===== config.mk =====
export PLATFORM = sky130hd
export DESIGN_NAME = disp_address_router
export DESIGN_NICKNAME = d
export VERILOG_FILES = /design/src/rtl/disp_addr_pkg.sv /design/src/rtl/disp_addr_channel.sv /design/src/rtl/disp_address_router.sv
export SDC_FILE = /design/constraint.sdc
export NUM_CORES = 1
export LEC_CHECK = 0
export ABC_CLOCK_PERIOD_IN_PS = 2550
export BUFFER_PORTS_ARGS = -buffer_cell sky130_fd_sc_hd__buf_2
export CORE_AREA = 2 2 176 178
export CTS_CLUSTER_DIAMETER = 200
export DETAILED_ROUTE_END_ITERATION = 7
export DIE_AREA = 0 0 178 180
export GPL_ROUTABILITY_DRIVEN = 0
export PLACE_DENSITY = 0.57
export SKIP_CTS_REPAIR_TIMING = 1
export SYNTH_ARGS = -nofsm -noshare
export SYNTH_HDL_FRONTEND = slang
export SYNTH_SLANG_ARGS = --single-unit

===== constraint.sdc =====
create_clock -name iClock -period 2.55 [get_ports iClock]
set_input_delay 0.51 -clock iClock [delete_from_list [all_inputs] [get_ports iClock]]
set_output_delay 0.51 -clock iClock [all_outputs]
set_load 0.02 [all_outputs]

===== src/rtl/disp_addr_pkg.sv =====
// Shared definitions for the address router: channel state encoding, the
// error read pattern and the per-slave window decode helpers.
package disp_addr_pkg;

    typedef enum logic [1:0] {
        CH_IDLE = 2'd0,
        CH_WAIT = 2'd1,
        CH_RESP = 2'd2
    } ch_state_e;

    localparam int          MAX_ADDR_W = 64;
    localparam logic [31:0] ERR_DATA   = 32'hDEADBEEF;

    // Addresses are widened to MAX_ADDR_W so one helper serves any ADDR_W.
    function automatic logic win_hit(input logic [MAX_ADDR_W-1:0] addr,
                                     input logic [MAX_ADDR_W-1:0] base,
                                     input logic [5:0]            win);
        return (addr >> win) == (base >> win);
    endfunction

    function automatic logic [MAX_ADDR_W-1:0] win_offset(input logic [MAX_ADDR_W-1:0] addr,
                                                         input logic [5:0]            win);
        return addr & ((64'd1 << win) - 64'd1);
    endfunction

endpackage


===== src/rtl/disp_addr_channel.sv =====
// One request channel of the address router: decodes the requester address to a
// slave window, strobes that slave until it acks or times out, then pulses the ack.
module disp_addr_channel
    import disp_addr_pkg::*;
#(
    parameter int                          NUM_SLAVES = 6,
    parameter int                          ADDR_W     = 32,
    parameter int                          DATA_W     = 32,
    parameter logic [NUM_SLAVES*ADDR_W-1:0] SLAVE_BASE = '0,
    parameter logic [NUM_SLAVES*6-1:0]      SLAVE_WIN  = {NUM_SLAVES{6'd12}},
    parameter int                          TIMEOUT    = 255,
    parameter bit                          HAS_RDATA  = 1'b0
) (
    input  logic                         clk_i,
    input  logic                         rst_ni,
    input  logic [ADDR_W-1:0]            req_addr_i,
    input  logic [DATA_W-1:0]            req_data_i,
    input  logic                         req_valid_i,
    output logic                         cpl_ack_o,
    output logic                         cpl_err_o,
    output logic [DATA_W-1:0]            cpl_rdata_o,
    output logic [ADDR_W-1:0]            slv_addr_o,
    output logic [DATA_W-1:0]            slv_data_o,
    output logic [NUM_SLAVES-1:0]        slv_valid_o,
    input  logic [NUM_SLAVES-1:0]        slv_ack_i,
    input  logic [NUM_SLAVES*DATA_W-1:0] slv_rdata_i
);

    localparam int IDX_W = (NUM_SLAVES > 1) ? $clog2(NUM_SLAVES) : 1;
    localparam int CNT_W = (TIMEOUT > 1) ? $clog2(TIMEOUT) : 1;
    localparam logic [CNT_W-1:0]  TO_LAST   = CNT_W'((TIMEOUT > 0) ? TIMEOUT - 1 : 0);
    localparam logic [DATA_W-1:0] ERR_RDATA = HAS_RDATA ? DATA_W'(ERR_DATA) : '0;

    ch_state_e               state_q;
    logic [NUM_SLAVES-1:0]   valid_q;
    logic                    ack_q;
    logic                    err_q;
    logic [CNT_W-1:0]        cnt_q;
    logic [DATA_W-1:0]       rdata_q;
    logic [ADDR_W-1:0]       addr_q;
    logic [DATA_W-1:0]       data_q;
    logic [IDX_W-1:0]        idx_q;

    logic                    hit_d;
    logic [IDX_W-1:0]        idx_d;
    logic [5:0]              win_d;
    logic                    sel_ack;
    logic [DATA_W-1:0]       sel_rdata;
    logic                    timeout_hit;

    // Walk from the top slave down so the lowest matching index wins on overlap.
    always_comb begin
        hit_d = 1'b0;
        idx_d = '0;
        win_d = 6'd0;
        for (int k = NUM_SLAVES - 1; k >= 0; k--) begin
            if (win_hit(MAX_ADDR_W'(req_addr_i),
                        MAX_ADDR_W'(SLAVE_BASE[k*ADDR_W +: ADDR_W]),
                        SLAVE_WIN[k*6 +: 6])) begin
                hit_d = 1'b1;
                idx_d = IDX_W'(k);
                win_d = SLAVE_WIN[k*6 +: 6];
            end
        end
    end

    always_comb begin
        sel_ack = 1'b0;
        for (int k = 0; k < NUM_SLAVES; k++) begin
            if (idx_q == IDX_W'(k)) sel_ack = slv_ack_i[k];
        end
    end

    generate
        if (HAS_RDATA) begin : g_rmux
            always_comb begin
                sel_rdata = '0;
                for (int k = 0; k < NUM_SLAVES; k++) begin
                    if (idx_q == IDX_W'(k)) sel_rdata = slv_rdata_i[k*DATA_W +: DATA_W];
                end
            end
        end else begin : g_nomux
            logic unused_rdata;
            assign unused_rdata = ^slv_rdata_i;
            assign sel_rdata    = '0;
        end
    endgenerate

    assign timeout_hit = (TIMEOUT != 0) && (cnt_q == TO_LAST);

    // Request payload only changes on acceptance, so it stays stable until IDLE.
    always_ff @(posedge clk_i) begin
        if (state_q == CH_IDLE && req_valid_i) begin
            addr_q <= ADDR_W'(win_offset(MAX_ADDR_W'(req_addr_i), win_d));
            data_q <= req_data_i;
            idx_q  <= idx_d;
        end
    end

    always_ff @(posedge clk_i or negedge rst_ni) begin
        if (!rst_ni) begin
            state_q <= CH_IDLE;
            valid_q <= '0;
            ack_q   <= 1'b0;
            err_q   <= 1'b0;
            cnt_q   <= '0;
            rdata_q <= '0;
        end else begin
            case (state_q)
                CH_IDLE: begin
                    ack_q   <= 1'b0;
                    err_q   <= 1'b0;
                    rdata_q <= '0;
                    if (req_valid_i) begin
                        if (hit_d) begin
                            state_q <= CH_WAIT;
                            valid_q <= NUM_SLAVES'(1) << idx_d;
                            cnt_q   <= '0;
                        end else begin
                            state_q <= CH_RESP;
                            ack_q   <= 1'b1;
                            err_q   <= 1'b1;
                            rdata_q <= ERR_RDATA;
                        end
                    end
                end
                CH_WAIT: begin
                    if (sel_ack) begin
                        state_q <= CH_RESP;
                        valid_q <= '0;
                        ack_q   <= 1'b1;
                        err_q   <= 1'b0;
                        rdata_q <= sel_rdata;
                    end else if (timeout_hit) begin
                        state_q <= CH_RESP;
                        valid_q <= '0;
                        ack_q   <= 1'b1;
                        err_q   <= 1'b1;
                        rdata_q <= ERR_RDATA;
                    end else begin
                        cnt_q <= cnt_q + 1'b1;
                    end
                end
                CH_RESP: begin
                    state_q <= CH_IDLE;
                    ack_q   <= 1'b0;
                    err_q   <= 1'b0;
                    rdata_q <= '0;
                end
                default: begin
                    state_q <= CH_IDLE;
                    valid_q <= '0;
                    ack_q   <= 1'b0;
                    err_q   <= 1'b0;
                    rdata_q <= '0;
                end
            endcase
        end
    end

    assign cpl_ack_o   = ack_q;
    assign cpl_err_o   = err_q;
    assign cpl_rdata_o = rdata_q;
    assign slv_addr_o  = addr_q;
    assign slv_data_o  = data_q;
    assign slv_valid_o = valid_q;

endmodule


===== src/rtl/disp_address_router.sv =====
// Routes one write and one read requester to NUM_SLAVES address windows through
// two independent channels; only the read channel carries slave data back.
module disp_address_router
    import disp_addr_pkg::*;
#(
    parameter int                          NUM_SLAVES = 6,
    parameter int                          ADDR_W     = 32,
    parameter int                          DATA_W     = 32,
    parameter logic [NUM_SLAVES*ADDR_W-1:0] SLAVE_BASE = {32'h5000, 32'h4000, 32'h3000,
                                                          32'h2000, 32'h1000, 32'h0000},
    parameter logic [NUM_SLAVES*6-1:0]      SLAVE_WIN  = {NUM_SLAVES{6'd12}},
    parameter int                          TIMEOUT    = 255
) (
    input  logic                         iClock,
    input  logic                         iReset,
    input  logic [ADDR_W-1:0]            iCPLWriteAddress,
    input  logic [DATA_W-1:0]            iCPLWriteData,
    input  logic                         iCPLWriteValid,
    output logic                         oCPLWriteAck,
    output logic                         oCPLWriteErr,
    input  logic [ADDR_W-1:0]            iCPLReadAddress,
    input  logic                         iCPLReadValid,
    output logic [DATA_W-1:0]            oCPLReadData,
    output logic                         oCPLReadAck,
    output logic                         oCPLReadErr,
    output logic [ADDR_W-1:0]            oSlvWriteAddress,
    output logic [DATA_W-1:0]            oSlvWriteData,
    output logic [NUM_SLAVES-1:0]        oSlvWriteValid,
    input  logic [NUM_SLAVES-1:0]        iSlvWriteAck,
    output logic [ADDR_W-1:0]            oSlvReadAddress,
    output logic [NUM_SLAVES-1:0]        oSlvReadValid,
    input  logic [NUM_SLAVES*DATA_W-1:0] iSlvReadData,
    input  logic [NUM_SLAVES-1:0]        iSlvReadAck
);

    logic [DATA_W-1:0] unused_wr_rdata;
    logic [DATA_W-1:0] unused_rd_wdata;

    disp_addr_channel #(
        .NUM_SLAVES (NUM_SLAVES),
        .ADDR_W     (ADDR_W),
        .DATA_W     (DATA_W),
        .SLAVE_BASE (SLAVE_BASE),
        .SLAVE_WIN  (SLAVE_WIN),
        .TIMEOUT    (TIMEOUT),
        .HAS_RDATA  (1'b0)
    ) u_wr_chan (
        .clk_i       (iClock),
        .rst_ni      (iReset),
        .req_addr_i  (iCPLWriteAddress),
        .req_data_i  (iCPLWriteData),
        .req_valid_i (iCPLWriteValid),
        .cpl_ack_o   (oCPLWriteAck),
        .cpl_err_o   (oCPLWriteErr),
        .cpl_rdata_o (unused_wr_rdata),
        .slv_addr_o  (oSlvWriteAddress),
        .slv_data_o  (oSlvWriteData),
        .slv_valid_o (oSlvWriteValid),
        .slv_ack_i   (iSlvWriteAck),
        .slv_rdata_i ('0)
    );

    disp_addr_channel #(
        .NUM_SLAVES (NUM_SLAVES),
        .ADDR_W     (ADDR_W),
        .DATA_W     (DATA_W),
        .SLAVE_BASE (SLAVE_BASE),
        .SLAVE_WIN  (SLAVE_WIN),
        .TIMEOUT    (TIMEOUT),
        .HAS_RDATA  (1'b1)
    ) u_rd_chan (
        .clk_i       (iClock),
        .rst_ni      (iReset),
        .req_addr_i  (iCPLReadAddress),
        .req_data_i  ('0),
        .req_valid_i (iCPLReadValid),
        .cpl_ack_o   (oCPLReadAck),
        .cpl_err_o   (oCPLReadErr),
        .cpl_rdata_o (oCPLReadData),
        .slv_addr_o  (oSlvReadAddress),
        .slv_data_o  (unused_rd_wdata),
        .slv_valid_o (oSlvReadValid),
        .slv_ack_i   (iSlvReadAck),
        .slv_rdata_i (iSlvReadData)
    );

endmodule


* Word level (Yosys, flattened, before mapping)
Index checks and enable logic that the tools add are counted.
** Word-level totals
- Bits in registers :: 170
** Operators by class
- $add $sub $neg :: 4
- Equality and inequality tests :: 36
- Shifts and indexed selects :: 4
- Muxes and demuxes :: 103
- Bitwise operators :: 4
- Reductions and logical operators :: 16
** Operators by type and width (count)
- 2-to-1 mux 32 bit :: 10
- zero test 64 bit :: 2
- 2-to-1 mux 6 bit :: 18
- equality test 20 x 2 -> 1 bit, second input constant :: 4
- equality test 20 x 3 -> 1 bit, second input constant :: 4
- AND 32 bit :: 2
- 2-to-1 mux 8 bit :: 8
- case mux 32 bit (2 select lines) :: 1
- left shift 1 x 6 -> 32 bit, first input constant :: 2
- subtractor 32 x 1 -> 32 bit, second input constant :: 2
- equality test 20 x 1 -> 1 bit, second input constant :: 2
- 2-to-1 mux 3 bit :: 12
- case mux 6 bit (3 select lines) :: 2
- 2-to-1 mux 1 bit :: 34
- case mux 8 bit (2 select lines) :: 2
- adder 8 x 1 -> 8 bit, second input constant :: 2
- equality test 8 bit, second input constant :: 2
- 2-to-1 mux 2 bit :: 8
- equality test 3 x 2 -> 1 bit, second input constant :: 4
- equality test 3 bit, second input constant :: 4
- != test 2 bit, second input constant :: 6
- left shift 1 x 3 -> 6 bit, first input constant :: 2
- AND reduction 5 bit :: 2
- 2-to-1 mux 4 bit :: 2
- 14 further kinds :: 30

* Longest topological paths before layout
Gate-level depths: netlist of the first run.
- Depth after elaboration :: 11
- Gate-level depth with buffers :: 9
- Depth with buffers taken out :: 8

* By module
A second synthesis of the first run with hierarchy kept.
** Unflattened totals
- Cell total of the unflattened synthesis :: 701
- Area total of the unflattened synthesis :: 8530.7 um2
** Modules (own cells, without submodules)
- disp_addr_channel at u_rd_chan :: instances 1, cells each 472, area each 5424.0 um2, seq. area each 2662.6 um2
- disp_addr_channel at u_wr_chan :: instances 1, cells each 228, area each 3103.0 um2, seq. area each 1861.8 um2
- disp_address_router :: instances 1, cells each 1, area each 3.8 um2, seq. area each 0.0 um2

* Least setup slack after synthesis of the first run
No wires, ideal clock.
- Kind :: input-to-reg
- Start :: in iCPLWriteAddress[23]
- End :: reg u_wr_chan.valid_q[2] (netlist: u_wr_chan.slv_valid_o[2])
- Arrival time :: 2.020 ns
- Required time :: 2.422 ns
- Slack :: 0.403 ns
- Stages on the path :: 5
- Cells stage by stage :: or4_4 -> nor4_4 -> a41o_1 -> nand2_2 -> mux2_1
** On the way
- Word-level cells in the longest chain between the ends :: 11
- Elaborated cells on any way between the ends :: 24
- Classes of those cells :: eq/ne (6); shift (1); mux (15); reduce/logical (2)
** RTL lines
- from (decl) :: line disp_address_router.sv:16 : input logic [ADDR_W-1:0] iCPLWriteAddress,
- equality test 20 x 3 -> 1 bit :: line disp_addr_pkg.sv:18 : return (addr >> win) == (base >> win);
- 2-to-1 mux 3 bit (6 in a row) :: line disp_addr_channel.sv:57 : if (win_hit(MAX_ADDR_W'(req_addr_i),
- left shift 1 x 3 -> 6 bit :: line disp_addr_channel.sv:117 : valid_q <= NUM_SLAVES'(1) << idx_d;
- 2-to-1 mux 6 bit :: line disp_addr_channel.sv:115 : if (hit_d) begin
- 2-to-1 mux 6 bit :: line disp_addr_channel.sv:114 : if (req_valid_i) begin
- case mux 6 bit (3 select lines) :: line disp_addr_channel.sv:109 : case (state_q)
- to (signal assigned) :: line disp_addr_channel.sv:117
- to (decl) :: line disp_addr_channel.sv:35 : logic [NUM_SLAVES-1:0] valid_q;
Parallel ways exist; a longest one is shown, timed or not. The select of a mux whose other input is x is not followed.
A chain may end at the register's enable or synchronous reset.

* Worst setup path in the final report of the first run
- Start :: reg u_rd_chan.idx_q[0]
- End :: reg u_rd_chan.rdata_q[26] (netlist: u_rd_chan.cpl_rdata_o[26])
** On the way
- Word-level cells in the longest chain between the ends :: 9
- Elaborated cells on any way between the ends :: 21
- Classes of those cells :: eq/ne (6); mux (14); reduce/logical (1)
** RTL lines
- from (decl) :: line disp_addr_channel.sv:42 : logic [IDX_W-1:0] idx_q;
- from (signal assigned) :: line disp_addr_channel.sv:96 : idx_q <= idx_d;
- zero test 3 bit :: line disp_addr_channel.sv:70, disp_addr_channel.sv:79
- 2-to-1 mux 32 bit / 2-to-1 mux 1 bit (equally long branches) (6 in a row) :: line disp_addr_channel.sv:79, disp_addr_channel.sv:70
- 2-to-1 mux 32 bit :: line disp_addr_channel.sv:128 : if (sel_ack) begin
- case mux 32 bit (2 select lines) :: line disp_addr_channel.sv:109
- to (signal assigned) :: line disp_addr_channel.sv:133 : rdata_q <= sel_rdata;
- to (decl) :: line disp_addr_channel.sv:39 : logic [DATA_W-1:0] rdata_q;
Parallel ways exist; a longest one is shown, timed or not.

==> results.cfg, run 1 <==
[cells_and_area]
nets = 1308
drive_above_1_share_pct = 51.04
syn2layout_area_growth_pct = 43.01
stdcell_area_mm2 = 0.01011

[synthesis]
yosys.area.top_type_share_pct = 26.35
synth_common_cells = 68 x dfrtp_1, 62 x edfxtp_1, 51 x nand2_1
synth_area_per_cell_um2 = 12.00
syn_area_mm2 = 0.007067
synth_warnings = 0
yosys.area.top_type = edfxtp_1
synth-edff-count = 62
synth_seq_cells = 130
synth_cell_types = 64
synthTopCellsByArea = edfxtp_1 26%, dfrtp_1 24%, mux4_2 9.6%
synth_cells = 589
async_flop_share_pct = 52.31
yosysMostFrequentCell = dfrtp_1
synth-main-ff-cell = dfrtp_1
yosysSeqAreaShare_pct = 50.42

[clock_tree]
path_clk_slew_ps = 70
clk_latency_ps = 420
htreeDepth = 4
clk_path_buf_depth = 2
cts_made_buffers = 17
cts_sinks = 130
root_buffer = clkbuf_16
tritoncts = built

[detailed_routing]
detail-route-antenna-nets = 0
routed_wl_mm = 25.04
drtPass1Iterations = 4
detail_route.vias_per_cell = 4.510
wl_per_cell_um = 17.74
vias = 6363
first_iter_violations = 288
drcViolationCount = 0

[sta]
slew_headroom_pct = 37.31
setup_viol = 0
hold_viol_final = 0
fmax_mhz = 426.3
tightestPinTransition_ps = 940.3
drv_slew = 0
fin_skew_ps = 14.16
worst_slack_ps = 204.4
finalCritPeriodShare_pct = 91.99
tns_ps = 0
grt_setup_unrepaired = false
period_minus_slack_ps = 2346

[die]
start_util_pct = 23.41
rows = 64
dieArea_mm2 = 0.03204
io_pins = 448
core_mm2 = 0.03019
die_width_um = 178
die_h_um = 180

[power]
ir_drop_mv = 0.4138
p_per_area_mw_per_mm2 = 669.0
leakage_nw = 4.930

[place]
placed_area_mm2 = 0.009488
dp_hpwl_mm = 19.69
io_buffers = 407
pre_cts_slack_ps = 104.2

[global_routing]
grt_pass1_vias = 6257
grt_remaining_overflow = 0
antenna_found_initial = 3
track_usage_pct = 15.17
grt_pass1_wl_mm = 36.49
grt_max_degree = 69

[min_path]
hp-class = input pin to async pin

[critical_path]
arrival_ps = 2700
criticalPathCategory = flip-flop to flip-flop
crit_required_ps = 2900
cp-end-kind = flip-flop
critPathMaxFanout = 25
start_kind = flip-flop

[flow_run]
maxCapViolations = 0

[outcome]
status = completed
-- per-stage QoR --
step / total power [W] / cells / utilization (%) / hold WS [ps]
2_1_floorplan: 0.003593 / 628 / - / 214.4
3_3_place_gp: 0.004210 / 1377 / 31.43 / 464.1
3_5_place_dp: 0.004219 / 1377 / 31.43 / 467.0
4_1_cts: 0.006882 / 1409 / 33.46 / 238.4
5_1_grt: 0.007120 / 1409 / 33.46 / 240.0
6_report: 0.006761 / 1411 / 33.48 / 214.5
-- routing by layer --
| metal | GRT usage, % | wire length (um) | share of wire, % |
|---|---|---|---|
| met1 | 19.12 | 10350 | 41 |
| met2 | 25.33 | 12220 | 49 |
| met3 | 3.976 | 2002 | 8.0 |
| met4 | 4.557 | 436 | 1.7 |
| met5 | 0 | 32 | 0.13 |
-- layout make-up --
cell class              count  area (um2)
fillers                  3109       20080
clock buffers              17       425.4
diodes                      2       5.005
clock inverters            15       187.7
repair buffers            426        2207
inverters                  14       53.80
well taps                 396       495.5
multi-input cells         411        3168
flip-flops and latches    130        3563
-- worst paths after layout --
kind | slack (ps) | startpoint | cells after the start | end
max in group asynchronous | 1710 | iReset | 1 | u_rd_chan.cpl_rdata_o[14]
setup reg to reg | 200 | u_rd_chan.idx_q[0] | 6 | u_rd_chan.cpl_rdata_o[26]
min in group iClock | 260 | iCPLWriteData[1] | 1 | u_wr_chan.slv_data_o[1]
hold reg to reg | 480 | u_rd_chan.cpl_err_o | 1 | u_rd_chan.cpl_err_o
setup / recovery | 200 | u_rd_chan.idx_q[0] | 6 | u_rd_chan.cpl_rdata_o[26]
hold / removal | 210 | iReset | 1 | u_wr_chan.cpl_ack_o
-- state kept, by name (all words and copies together), names as in the netlist, 3 cells and up --
name / cells
u_rd_chan.cnt_q: 8
u_rd_chan.cpl_rdata_o: 32
u_rd_chan.idx_q: 3
u_rd_chan.slv_addr_o: 12
u_rd_chan.slv_valid_o: 6
u_wr_chan.cnt_q: 8
u_wr_chan.idx_q: 3
u_wr_chan.slv_addr_o: 12
u_wr_chan.slv_data_o: 32
u_wr_chan.slv_valid_o: 6
-- cells by family (layout without fill, tap and decap cells) --
group                    count (synthesis)  after routing  synth area share, %
AND/OR/NAND/NOR                        174            174                12.98
flip-flops                             130            130                50.42
AO/OA/AOI/OAI                          111            111                11.72
buffers and inverters                   87            472                7.029
multiplexers                            79             79                16.71
adder cells (fa/ha/maj)                  4              4               0.7082
XOR/XNOR                                 3              3               0.3719
other                                    1             42              0.05307
-- worst max-delay path: stages (launching register included) --
cell and delay, ps:
edfxtp_1 530, mux2i_1 300, o22ai_2 140, buf_4 160, or4_1 560, o21ai_4 350
a221o_1 220
-- cell usage in the layout (no fill, tap or decap), types with 11 or more instances in the layout --
master	Yosys	routed
mux4_2	30	30
nor2_1	22	21
buf_4	41	18
nand3_1	13	13
mux2i_1	37	37
nor4_1	14	14
edfxtp_1	62	62
dfrtp_1	68	68
inv_1	12	11
conb_1	1	40
and3_1	29	29
clkbuf_16	0	17
a221o_1	22	22
o21ai_0	35	35
buf_2	12	406
nand2_1	51	51
-- power breakdown --
| part | total, W | switching (W) | internal [W] |
|---|---|---|---|
| Clock | 0.00260 | 0.00111 | 0.00149 |
| Sequential | 0.00267 | 0.000145 | 0.00253 |
| Combinational | 0.00148 | 0.000904 | 0.000580 |
Power figures use the tool's default switching activity.
==> run 2, diff against run 1 <==
--- a/config.mk
+++ b/config.mk
@@ -5,14 +5,15 @@
 export SDC_FILE = /design/constraint.sdc
 export NUM_CORES = 1
 export LEC_CHECK = 0
+export ABC_AREA = 1
 export ABC_CLOCK_PERIOD_IN_PS = 2550
 export BUFFER_PORTS_ARGS = -buffer_cell sky130_fd_sc_hd__buf_2
-export CORE_AREA = 2 2 176 178
+export CORE_AREA = 2 2 173 175
 export CTS_CLUSTER_DIAMETER = 200
 export DETAILED_ROUTE_END_ITERATION = 7
-export DIE_AREA = 0 0 178 180
+export DIE_AREA = 0 0 175 177
 export GPL_ROUTABILITY_DRIVEN = 0
-export PLACE_DENSITY = 0.57
+export PLACE_DENSITY = 0.6
 export SKIP_CTS_REPAIR_TIMING = 1
 export SYNTH_ARGS = -nofsm -noshare
 export SYNTH_HDL_FRONTEND = slang
==> run 2 against run 1 <==
Against the previous run: critical path depth rose by 4; worst hold slack got worse by 110 ps; non-clock buffer count rose by 3; sequential power rose by 14%; combinational power rose by 120%; sequential share of layout area fell by 1.3 points; critical path type unchanged.
==> results.cfg, run 2 <==
[die]
rows = 63
dieArea_mm2 = 0.03098
io_pins = 448
die_h_um = 177
start_util_pct = 25.53
die_width_um = 175
core_mm2 = 0.02924

[synthesis]
synth_top_family_by_area = simple AND/OR/NAND/NOR gates
synth_warnings = 0
yosys.area.top_type = edfxtp_1
synth_cells = 989
synth-simple-area-share_pct = 36.05
synthTopCellsByArea = edfxtp_1 25%, dfrtp_1 23%, nand2_1 18%
synth_common_cells = 355 x nand2_1, 106 x nand3_1, 99 x nor2_1
syn_area_mm2 = 0.007465
async_flop_share_pct = 52.31
synth_cell_types = 33
synth-edff-count = 62
synthAdderAreaFrac_pct = 0.6705
muxShareOfSynthArea_pct = 0
synth_xor_area_share_pct = 0.8213
yosys.area.top_type_share_pct = 24.94
yosysMostFrequentCell = nand2_1
synth_area_per_cell_um2 = 7.548
synth_seq_cells = 130
synth-compound-area-share_pct = 4.291
synth-main-ff-cell = dfrtp_1
yosysSeqAreaShare_pct = 47.74

[critical_path]
cp-end-kind = flip-flop
crit_chain = inv_2, nand2_1, nor3b_1, nor2_1, nand4_2, buf_4, inv_2, buf_4, nand2_1, nand3_1
start_kind = flip-flop
r2r_slack_ps = 290
worstRegToRegCells = 10
timing.rr.end = u_rd_chan.cpl_rdata_o[3]
timing.rr.start = u_rd_chan.idx_q[2]
critPathSlowestCell = edfxtp_1
criticalPathCategory = flip-flop to flip-flop
critPathMaxFanout = 21
cpPeakStageDelay_ps = 520
crit_required_ps = 2810
critPathLaunch = u_rd_chan.idx_q[2]
arrival_ps = 2520

[sta]
period_minus_slack_ps = 2256
fin_skew_ps = 9.852
fmax_mhz = 443.3
tns_ps = 0
slew_headroom_pct = 64.61
setup_viol = 0
tightestPinTransition_ps = 529.0
worst_slack_ps = 294.3
grt_setup_unrepaired = false
hold_viol_final = 0
drv_slew = 0
finalCritPeriodShare_pct = 88.46

[power]
p_total_w = 0.008733
leakage_nw = 5.534
ir_drop_mv = 0.3717
p_per_area_mw_per_mm2 = 831.2

[clock_tree]
cts_sinks = 130
root_buffer = clkbuf_16
htreeDepth = 4
cts_made_buffers = 17
clk_latency_ps = 410
path_clk_slew_ps = 70
clk_path_buf_depth = 2
tritoncts = built

[global_routing]
grt_pass1_vias = 7691
antenna_found_initial = 2
grt_max_degree = 69
grt_pass1_wl_mm = 41.39
track_usage_pct = 17.23
grt_remaining_overflow = 0

[outcome]
status = completed

[min_path]
hp-class = input pin to async pin

[detailed_routing]
drcViolationCount = 0
wl_per_cell_um = 14.95
first_iter_violations = 562
detail-route-antenna-nets = 0
drtPass1Iterations = 5
routed_wl_mm = 27.04
vias = 8077
detail_route.vias_per_cell = 4.467

[cells_and_area]
instances_no_fill = 1808
final_core_util_pct = 35.93
drive_above_1_share_pct = 34.23
most-common-layout-cells = 406 x buf_2, 355 x nand2_1, 106 x nand3_1
final_common_cell = buf_2
nets = 1712
syn2layout_area_growth_pct = 40.75

[place]
io_buffers = 407
dp.cells = 1775
dp_hpwl_mm = 21.34
pre_cts_slack_ps = 196.2

[flow_run]
maxCapViolations = 0
==> run 2: report_power, final <==
part	switching [W]	internal, W	total, W
Combinational	0.00224	0.000981	0.00322
Clock	0.00108	0.00139	0.00247
Sequential	0.000276	0.00277	0.00305
==> run 2: cell type report <==
type	instances	area (um2)
antenna	1	2.502
clock buffer	17	425.4
clock inverter	15	166.4
fill	3116	18740
inverter	88	330.3
multi-input combinational	738	3301
sequential	130	3563
tap	390	488.0
timing repair buffer	429	2230
==> run 2: cell families after synthesis <==
family | count (synthesis)
compound gates | 57
xor+xnor | 7
fa+ha+maj | 4
buf+inv | 160
flops | 130
other cells | 1
simple gates | 630
==> run 2: metrics by stage <==
stage / hold WS, ps / area, um2
CTS: 107.5 / 10500
global placement: 459.1 / 9912
global route: 123.2 / 10510
floorplan: 214.4 / 7614
finish: 108.0 / 10510
detailed placement: 459.4 / 9912
==> run 2: critical path: cells and delay by family (launching register included) <==
| kind | cells | cell delay, ps |
|---|---|---|
| AND/OR/NAND/NOR | 6 | 860 |
| buffers and inverters | 4 | 720 |
| flip-flops | 1 | 520 |
==> run 2: worst max-delay path by stage <==
stage / to / slack, ps / cells past startpoint
after floorplan: u_wr_chan.slv_valid_o[4] / 100 / 7
after global placement: u_rd_chan.cpl_rdata_o[12] / 280 / 9
after detailed placement: u_rd_chan.cpl_rdata_o[25] / 200 / 9
after CTS: u_rd_chan.cpl_rdata_o[3] / 290 / 10
after global routing: u_rd_chan.cpl_rdata_o[19] / 100 / 10
final: u_rd_chan.cpl_rdata_o[3] / 290 / 10
==> run 2: layer usage <==
metal	GRT usage [%]	vias up	share of wire, %
li1	-	3974	-
met1	21.01	3731	42
met2	30.27	353	49
met3	4.553	19	8.3
met4	4.201	0	1.1
met5	0	-	0
==> run 3, diff against run 2 <==
--- a/config.mk
+++ b/config.mk
@@ -8,13 +8,15 @@
 export ABC_AREA = 1
 export ABC_CLOCK_PERIOD_IN_PS = 2550
 export BUFFER_PORTS_ARGS = -buffer_cell sky130_fd_sc_hd__buf_2
-export CORE_AREA = 2 2 173 175
+export CORE_AREA = 2 2 175 177
 export CTS_CLUSTER_DIAMETER = 200
 export DETAILED_ROUTE_END_ITERATION = 7
-export DIE_AREA = 0 0 175 177
+export DIE_AREA = 0 0 177 179
 export GPL_ROUTABILITY_DRIVEN = 0
-export PLACE_DENSITY = 0.6
+export GPL_TIMING_DRIVEN = 0
+export PLACE_DENSITY = 0.66
 export SKIP_CTS_REPAIR_TIMING = 1
 export SYNTH_ARGS = -nofsm -noshare
 export SYNTH_HDL_FRONTEND = slang
+export SYNTH_HIERARCHICAL = 1
 export SYNTH_SLANG_ARGS = --single-unit
==> run 3 against run 2 <==
Against the previous run: design area is 9.1% higher; die area is 2.3% higher; flip-flop and latch count stayed put; clock power is 7% higher.
==> results.cfg, run 3 <==
[critical_path]
crit_required_ps = 2830
critPathMaxFanout = 10
worstRegToRegCells = 12
arrival_ps = 2630
criticalPathCategory = flip-flop to flip-flop
start_kind = flip-flop
cp-end-kind = flip-flop

[sta]
setup_viol = 0
fmax_mhz = 426.4
slew_headroom_pct = 14.33
finalCritPeriodShare_pct = 91.97
tns_ps = 0
drv_slew = 0
grt_setup_unrepaired = false
hold_viol_final = 0
fin_skew_ps = 11.24
period_minus_slack_ps = 2345
tightestPinTransition_ps = 1280

[global_routing]
grt.busiest_layer = met2
grtUsageMet2_pct = 28.52
grt_pass1_wl_mm = 42.37
grt_max_degree = 51
grt_pass1_vias = 8185
grt_util_met1_pct = 21.77
grt_remaining_overflow = 0
track_usage_pct = 17.19
met3_usage_pct = 4.898
antenna_found_initial = 0

[clock_tree]
clk_path_buf_depth = 2
tritoncts = built
htreeDepth = 4
root_buffer = clkbuf_16
cts_sinks = 130
clk_latency_ps = 410
path_clk_slew_ps = 70
cts_made_buffers = 17

[die]
die_width_um = 177
core_mm2 = 0.03003
rows = 64
dieArea_mm2 = 0.03168
die_h_um = 179
io_pins = 448
start_util_pct = 26.91

[power]
p_per_area_mw_per_mm2 = 736.3
ir_drop_mv = 0.3466
leakage_nw = 6.324

[cells_and_area]
final_core_util_pct = 38.18
diodes = 0
multi_input_area_mm2 = 0.003732
regArea_mm2 = 0.003563
fillers = 3239
final_common_cell = buf_2
nets = 1895
most-common-layout-cells = 420 x buf_2, 408 x nand2_1, 136 x nor2_1
syn2layout_area_growth_pct = 41.87
drive_above_1_share_pct = 34.25

[synthesis]
syn_area_mm2 = 0.008080
synth_warnings = 6
synth_cells = 1120
synth_area_per_cell_um2 = 7.215

[detailed_routing]
drtPass1Iterations = 5
first_iter_violations = 617
routed_wl_mm = 28.45
vias = 8827
wl_per_cell_um = 14.25
detail-route-antenna-nets = 0
detail_route.vias_per_cell = 4.422
drcViolationCount = 0

[min_path]
holdPathStages = 1
hp-class = input pin to flip-flop

[outcome]
status = completed

[place]
io_buffers = 407
dp_hpwl_mm = 23.24

[flow_run]
maxCapViolations = 0
[run 3: per-layer routing]
metal / vias to the layer above / wire length, um
met5: - / 0
met4: 0 / 574
met3: 38 / 2541
met2: 370 / 13430
met1: 4000 / 11900
li1: 4419 / -
[run 3: final timing paths]
path | startpoint | endpoint | slack [ps]
setup / recovery | u_rd_chan/idx_q[0] | u_rd_chan/cpl_rdata_o[24] | 200
hold / removal | iCPLWriteData[12] | u_wr_chan/slv_data_o[12] | 270
setup reg to reg | u_rd_chan/idx_q[0] | u_rd_chan/cpl_rdata_o[24] | 200
hold reg to reg | u_wr_chan/slv_valid_o[1] | u_wr_chan/slv_valid_o[1] | 470
max in group asynchronous | iReset | u_rd_chan/cpl_rdata_o[14] | 1440
min in group asynchronous | iReset | u_wr_chan/slv_valid_o[0] | 550
[run 3: final cells by class]
| type | instances | area share [%] |
|---|---|---|
| clock inverter | 15 | 1.866 |
| sequential | 130 | 31.08 |
| clock buffer | 17 | 3.711 |
| multi-input combinational | 835 | 32.56 |
| inverter | 109 | 3.591 |
| tap | 396 | 4.322 |
| buffer | 84 | 4.573 |
| timing repair buffer | 410 | 18.29 |
[run 3: critical path: stages, from the launching register on]
cell and delay, ps:
edfxtp_1 410, buf_2 190, nor2_2 270, nand2_1 110, inv_1 230, nand2_1 140, nand3_4 180, inv_2 70
nand3_4 120, clkinv_2 170, buf_6 190, nand2_1 70, nand2_1 50
[run 3: power by group]
group / leakage (nW) / internal [W] / switching [W]
clock network: 0.312 / 0.00160 / 0.00105
logic: 4.53 / 0.000969 / 0.00211
registers: 1.48 / 0.00255 / 0.000167
total: 6.32 / 0.00512 / 0.00332
[run 3: metrics by stage]
step | instance area, um2 | instances | hold slack [ps] | power (W) | setup slack (ps)
after floorplan | 8228 | 1158 | 214.4 | 0.004638 | 515.4
after global placement | 10760 | 1961 | 454.5 | 0.005790 | 141.1
after detailed placement | 10790 | 1962 | 431.2 | 0.005834 | 54.38
after CTS | 11430 | 1994 | -20.45 | 0.008544 | 40.02
after global routing | 11460 | 1996 | 240.1 | 0.009013 | 9.712
final | 11460 | 1996 | 268.6 | 0.008440 | 204.9
